<file path="config.mk">
export PLATFORM = sky130hd
export DESIGN_NAME = axis_s2mm_arbiter
export DESIGN_NICKNAME = d
export VERILOG_FILES = /design/src/rtl/axis_s2mm_arbiter.sv
export SDC_FILE = /design/constraint.sdc
export NUM_CORES = 1
export LEC_CHECK = 0
export ABC_AREA = 1
export BUFFER_PORTS_ARGS = -buffer_cell sky130_fd_sc_hd__buf_2
export CAP_MARGIN = 20
export CORE_AREA = 2 2 576 578
export DETAILED_ROUTE_END_ITERATION = 8
export DIE_AREA = 0 0 578 580
export PLACE_DENSITY_LB_ADDON = 0.2
export SLEW_MARGIN = 10
export SYNTH_ARGS = -nofsm -noshare
export SYNTH_HDL_FRONTEND = slang
export SYNTH_SLANG_ARGS = --single-unit
export TNS_END_PERCENT = 5
</file>
<file path="constraint.sdc">
create_clock -name clock -period 4.1 [get_ports clock]
set_input_delay 0.615 -clock clock [delete_from_list [all_inputs] [get_ports clock]]
set_output_delay 0.615 -clock clock [all_outputs]
set_load 0.02 [all_outputs]
</file>
<file path="src/rtl/axis_s2mm_arbiter.sv">
// Packet round-robin merge of four weighted-channel AXI-Stream inputs onto one S2MM stream.
// Ports: clock/reset, enable, s00/s01/s20/s21 AXIS slaves, m_axis_s2mm master (+tdest), busy, len_err.
module axis_s2mm_arbiter #(
  parameter int DATA_WIDTH = 256,
  parameter int KEEP_WIDTH = DATA_WIDTH/8,
  parameter int MAX_BEATS  = 1024
) (
  input  logic                  clock,
  input  logic                  reset,
  input  logic                  enable,
  input  logic [DATA_WIDTH-1:0] s00_axis_tdata,
  input  logic [KEEP_WIDTH-1:0] s00_axis_tkeep,
  input  logic                  s00_axis_tvalid,
  input  logic                  s00_axis_tlast,
  output logic                  s00_axis_tready,
  input  logic [DATA_WIDTH-1:0] s01_axis_tdata,
  input  logic [KEEP_WIDTH-1:0] s01_axis_tkeep,
  input  logic                  s01_axis_tvalid,
  input  logic                  s01_axis_tlast,
  output logic                  s01_axis_tready,
  input  logic [DATA_WIDTH-1:0] s20_axis_tdata,
  input  logic [KEEP_WIDTH-1:0] s20_axis_tkeep,
  input  logic                  s20_axis_tvalid,
  input  logic                  s20_axis_tlast,
  output logic                  s20_axis_tready,
  input  logic [DATA_WIDTH-1:0] s21_axis_tdata,
  input  logic [KEEP_WIDTH-1:0] s21_axis_tkeep,
  input  logic                  s21_axis_tvalid,
  input  logic                  s21_axis_tlast,
  output logic                  s21_axis_tready,
  output logic [DATA_WIDTH-1:0] m_axis_s2mm_tdata,
  output logic [KEEP_WIDTH-1:0] m_axis_s2mm_tkeep,
  output logic                  m_axis_s2mm_tvalid,
  output logic                  m_axis_s2mm_tlast,
  output logic [1:0]            m_axis_s2mm_tdest,
  input  logic                  m_axis_s2mm_tready,
  output logic                  busy,
  output logic [3:0]            len_err
);

  localparam logic [0:0]  IDLE     = 1'b0;
  localparam logic [0:0]  PASS     = 1'b1;
  localparam logic [15:0] CNT_LAST = 16'(MAX_BEATS - 1);

  logic [0:0]            state;
  logic [1:0]            ptr;
  logic [1:0]            grant;
  logic [15:0]           cnt;

  logic [DATA_WIDTH-1:0] in_data [4];
  logic [KEEP_WIDTH-1:0] in_keep [4];
  logic [3:0]            in_valid;
  logic [3:0]            in_last;
  logic [3:0]            in_ready;

  logic [1:0]            nxt_grant;
  logic [1:0]            idx;
  logic                  found;
  logic                  out_free;
  logic                  pass_rdy;
  logic                  accept;
  logic                  cnt_hit;
  logic                  sel_last;
  logic                  end_beat;

  assign in_data[0] = s00_axis_tdata;
  assign in_data[1] = s01_axis_tdata;
  assign in_data[2] = s20_axis_tdata;
  assign in_data[3] = s21_axis_tdata;
  assign in_keep[0] = s00_axis_tkeep;
  assign in_keep[1] = s01_axis_tkeep;
  assign in_keep[2] = s20_axis_tkeep;
  assign in_keep[3] = s21_axis_tkeep;

  assign in_valid = {s21_axis_tvalid, s20_axis_tvalid,
                     s01_axis_tvalid, s00_axis_tvalid};
  assign in_last  = {s21_axis_tlast, s20_axis_tlast,
                     s01_axis_tlast, s00_axis_tlast};

  // First requester at or after ptr, wrapping 3 -> 0.
  always_comb begin
    nxt_grant = ptr;
    found     = 1'b0;
    idx       = ptr;
    for (int k = 0; k < 4; k++) begin
      idx = ptr + 2'(k);
      if (!found && in_valid[idx]) begin
        nxt_grant = idx;
        found     = 1'b1;
      end
    end
  end

  // The output register can take a beat if empty or draining this cycle.
  assign out_free = ~m_axis_s2mm_tvalid | m_axis_s2mm_tready;
  assign pass_rdy = (state == PASS) & out_free;
  assign in_ready = pass_rdy ? (4'b0001 << grant) : 4'b0000;
  assign accept   = pass_rdy & in_valid[grant];
  assign sel_last = in_last[grant];
  assign cnt_hit  = (cnt == CNT_LAST);
  assign end_beat = accept & (sel_last | cnt_hit);

  assign s00_axis_tready = in_ready[0];
  assign s01_axis_tready = in_ready[1];
  assign s20_axis_tready = in_ready[2];
  assign s21_axis_tready = in_ready[3];

  assign busy = (state == PASS);

  always_ff @(posedge clock) begin
    if (reset) begin
      state   <= IDLE;
      ptr     <= 2'd0;
      grant   <= 2'd0;
      cnt     <= 16'd0;
      len_err <= 4'd0;
    end else begin
      unique case (state)
        IDLE: begin
          if (enable && found) begin
            grant <= nxt_grant;
            cnt   <= 16'd0;
            state <= PASS;
          end
        end
        PASS: begin
          if (accept)
            cnt <= cnt + 16'd1;
          if (end_beat) begin
            ptr   <= grant + 2'd1;
            state <= IDLE;
            // Truncated packet: rest of it gets arbitrated afresh.
            if (!sel_last)
              len_err[grant] <= 1'b1;
          end
        end
        default: state <= IDLE;
      endcase
    end
  end

  always_ff @(posedge clock) begin
    if (reset) begin
      m_axis_s2mm_tvalid <= 1'b0;
      m_axis_s2mm_tlast  <= 1'b0;
      m_axis_s2mm_tdata  <= '0;
      m_axis_s2mm_tkeep  <= '0;
      m_axis_s2mm_tdest  <= 2'd0;
    end else if (accept) begin
      m_axis_s2mm_tvalid <= 1'b1;
      m_axis_s2mm_tlast  <= sel_last | cnt_hit;
      m_axis_s2mm_tdata  <= in_data[grant];
      m_axis_s2mm_tkeep  <= in_keep[grant];
      m_axis_s2mm_tdest  <= grant;
    end else if (m_axis_s2mm_tready) begin
      m_axis_s2mm_tvalid <= 1'b0;
    end
  end

endmodule

</file>
==> Word level (Yosys, flattened, before mapping) <==
Index checks and enable logic that the tools add are counted.
{ "word_totals": {"regBits": 317, "out_inout_bits": 301, "wordCells": 85} }
{ "op_classes": {"n_shift": 1, "n_eq_ne": 3, "order_cmp": 7, "bitwise": 10, "mux": 36, "n_reduce_logical": 13, "addsub": 5} }
{ "op_table": {"columns": ["op", "n"], "rows": [
  ["$bmux W256 S2", 1],
  ["$mux W256", 2],
  ["$bmux W32 S2", 1],
  ["$mux W32", 2],
  ["$mux W16", 2],
  ["$pmux W16 S2", 1],
  ["$add A16 B1 Y16 const B", 1],
  ["$eq A16 B10 Y1 const B", 1],
  ["$lt A2 B3 Y1 const B", 5],
  ["$mux W1", 15],
  ["$bmux W1 S2", 6],
  ["$mux W2", 3],
  ["$reduce_and A2 Y1", 3],
  ["$logic_and A1 B1 Y1", 5],
  ["$add A2 B1 Y2 const B", 2],
  ["$add A2 B2 Y2 const B", 2],
  ["$mux W4", 1],
  ["$or A4 B4 Y4", 1],
  ["$shl A1 B2 Y4 const A", 1],
  ["$and A1 B1 Y1", 3],
  ["$ge A3 B3 Y1 const B", 1],
  ["$logic_not A1 Y1", 3],
  ["$not A1 Y1", 3],
  ["$not A2 Y3", 1],
  ["8 further kinds", 9]
]} }

==> Depth between registers and ports, before layout <==
{ "logic_depth": {"word_depth": 15, "mapped_depth": 13, "depth_no_buf": 12} }

==> Worst setup path before layout <==
Ideal clock, no wire load.
{ "synth_timing": {"path_kind": "reg-to-output", "start": "reg grant[1]", "end": "out s00_axis_tready", "t_arrival_ps": 1518, "path_slack_ps": 1967, "t_required_ps": 3485, "stages_incl_launch_ff": 7, "cell_sequence": "dfxtp_1 inv_2 clkbuf_1 clkbuf_1 ha_1 inv_1 nor2_1"} }
{ "synth_via": {"elab_chain_len": 2} }
{ "synth_lines": {"columns": ["item", "line", "rtl"], "rows": [
  ["start, declared", "47", "logic [1:0] grant;"],
  ["start signal, assigned", "121", "grant <= nxt_grant;"],
  ["$shl A1 B2 Y4", "97", "assign in_ready = pass_rdy ? (4'b0001 << grant) : 4'b0000;"],
  ["$mux W4", "97", null],
  ["end, declared", "15", "output logic s00_axis_tready,"]
]} }
Every way passes these cells.

==> Final worst setup path <==
{ "layout_timing": {"start": "reg grant[0]", "end": "out s20_axis_tready"} }
{ "layout_via": {"elab_chain_len": 2} }
{ "layout_lines": {"columns": ["item", "line", "rtl"], "rows": [
  ["$shl A1 B2 Y4", "97", null],
  ["$mux W4", "97", null],
  ["end, declared", "25", "output logic s20_axis_tready,"]
]} }
Every way passes these cells.

==> impl_metrics.json <==
{
  "dp_hpwl_mm": 194,
  "cp.required_ps": 3480,
  "die_h_um": 580,
  "cts_max_path_buffers": 3,
  "gp_congestion": 0.934,
  "dieArea_mm2": 0.335,
  "syn2layout_area_growth_pct": 73.7,
  "cts_sinks": 317,
  "fill_cells": 39200,
  "setup_violations": 0,
  "fin_util": 0.102,
  "numCtsBuffers": 54,
  "grt_pass1_wl_mm": 289,
  "status": "finished clean",
  "numPortBuffers": 1464,
  "layout_commonest_cell": "buf_2",
  "postSynthCellCount": 3168,
  "via_per_inst": 3.29,
  "end_kind": "primary output",
  "cts_resized": 0,
  "criticalPathCategory": "reg2out",
  "fin_worst_skew_ps": 35.8,
  "vdd_drop_max_v": 0.000309,
  "ant_nets": 0,
  "cts.htree.levels": 2,
  "final_cell_mix": "buf_2, nor2_1, o21ai_0, dfxtp_1, a31oi_1",
  "worstPathArrival_ps": 2950,
  "yosysSeqAreaShare": 0.329,
  "critPathMaxFanout": 100,
  "insertion_delay_ps": 720,
  "fin_area_mm2": 0.0335,
  "p_per_area_mw_per_mm2": 398,
  "setup_slack_ps": 539,
  "ys_ff_latch": 317,
  "drc": 0,
  "clockRootBuffer": "clkbuf_16",
  "period_share": 0.868,
  "rows": 211,
  "tns_ps": 0,
  "drv_cap": 0,
  "layout.nets": 5619,
  "hold_viol_final": 0,
  "drt_iter0_drc": 1915,
  "synthesis.area_mm2": 0.0193,
  "relSlewSlack": 0.300,
  "grt_max_degree": 160,
  "antenna_found_initial": 251,
  "synth.net_count": 4337,
  "multi_input_area_mm2": 0.0115,
  "place_ws_ps": 1080,
  "synth_cell_types": 28,
  "ys.flop_type": "dfxtp_1",
  "drive_above_1_share": 0.360,
  "num_vias": 29400,
  "grt_pass1_vias": 28600,
  "p_leak_nw": 14.2,
  "worstMarginPinSlew_ps": 1050,
  "start_util": 0.0586,
  "holdCritPathClass": "in2reg",
  "cts.clk_slew.worst_paths_ps": 70,
  "post-cts-setup-buffer-count": 0,
  "slew_viol_final": 0,
  "rsz0062_at_grt": "false",
  "placed_cell_area_mm2": 0.0315,
  "synth-async-reset-ratio": 0,
  "io_pins": 1465,
  "core_area_mm2": 0.329,
  "power.total_mw": 13.3,
  "dr.pass1.iters": 5,
  "fmax_mhz": 281,
  "die_x_um": 578,
  "synth_edf_count": 0,
  "overflow": 0,
  "seq_area_mm2": 0.00635,
  "syn_avg_cell_area_um2": 6.09,
  "cts_tree": "built",
  "period_minus_slack_ps": 3560,
  "yosysWarningCount": 0,
  "start_kind": "flop",
  "holdBufCountCts": 0,
  "track_usage": 0.130,
  "routedWlPerCell_um": 25.6,
  "drt_wl_total_mm": 228
}
## metrics by stage
stage	instances	hold slack (ps)
floorplan	3168	448
global placement	8759	440
detailed placement	8760	451
CTS	8858	95.8
global route	8896	148
finish	8937	208
## state kept, by name, indices dropped and copies added, names as in the netlist
register and count:
m_axis_s2mm_tvalid 1, m_axis_s2mm_tkeep 32, m_axis_s2mm_tlast 1, m_axis_s2mm_tdest 2, len_err 4, cnt 16
grant 2, ptr 2, m_axis_s2mm_tdata 256, busy 1
## kinds of logic after synthesis
logic type | count (synthesis) | share of synthesized area
flops | 317 | 0.329
compound gates | 1197 | 0.330
xor+xnor | 7 | 0.00318
fa+ha+maj | 5 | 0.00324
buf+inv | 338 | 0.0763
simple gates | 1304 | 0.258
## metal layers
layer / global-route usage / part of all wire / up-vias
met5: 0 / 0.0030 / -
met4: 0.0373 / 0.031 / 102
met3: 0.0467 / 0.093 / 489
met2: 0.223 / 0.48 / 1630
met1: 0.150 / 0.40 / 13700
li1: - / - / 13500
## area by class of cell
type,count,area share
Tap cell,4366,0.163
Clock buffer,81,0.0471
Clock inverter,17,0.00676
Inverter,38,0.00493
Multi-Input combinational cell,2513,0.343
Timing Repair Buffer,1526,0.240
Antenna cell,79,0.00590
Sequential cell,317,0.190
## worst paths after layout
check,from,endpoint,slack [ps],cells after the start
worst max-delay path,grant[0],s20_axis_tready,540,6
worst min-delay path,s21_axis_tdata[220],m_axis_s2mm_tdata[220],210,3
worst max register to register,grant[0],m_axis_s2mm_tdata[38],1140,4
worst min register to register,len_err[1],len_err[1],450,2
## synthesized netlist by cell type, drive strengths merged, types with 2 or more instances
cell    instances  area [um^2]
a21oi          31          159
a31oi         278         1740
buf           159          801
clkbuf        141          529
dfxtp         317         6350
ha              5         62.6
inv            37          139
nand2          70          268
nand3          40          200
nand4           6         37.5
nor2         1180         4440
nor3            6         30.0
o211ai          2         15.0
o21ai         875         4380
o22ai          10         62.6
xor2            6         52.6
## worst max-delay path: stages (launching register included)
cell and delay, ps:
dfxtp_4 490, inv_8 320, buf_12 290, ha_1 260, inv_1 50, nor2_1 410, buf_2 290
## where the power goes
group / switching (mW) / total, mW / internal, mW / leakage, nW
combinational: 3.26 / 4.69 / 1.42 / 10.7
clock: 2.03 / 4.97 / 2.94 / 0.866
sequential: 0.231 / 3.67 / 3.44 / 2.59
total: 5.52 / 13.3 / 7.81 / 14.2
Note: power is estimated with default switching activity, not from simulation.
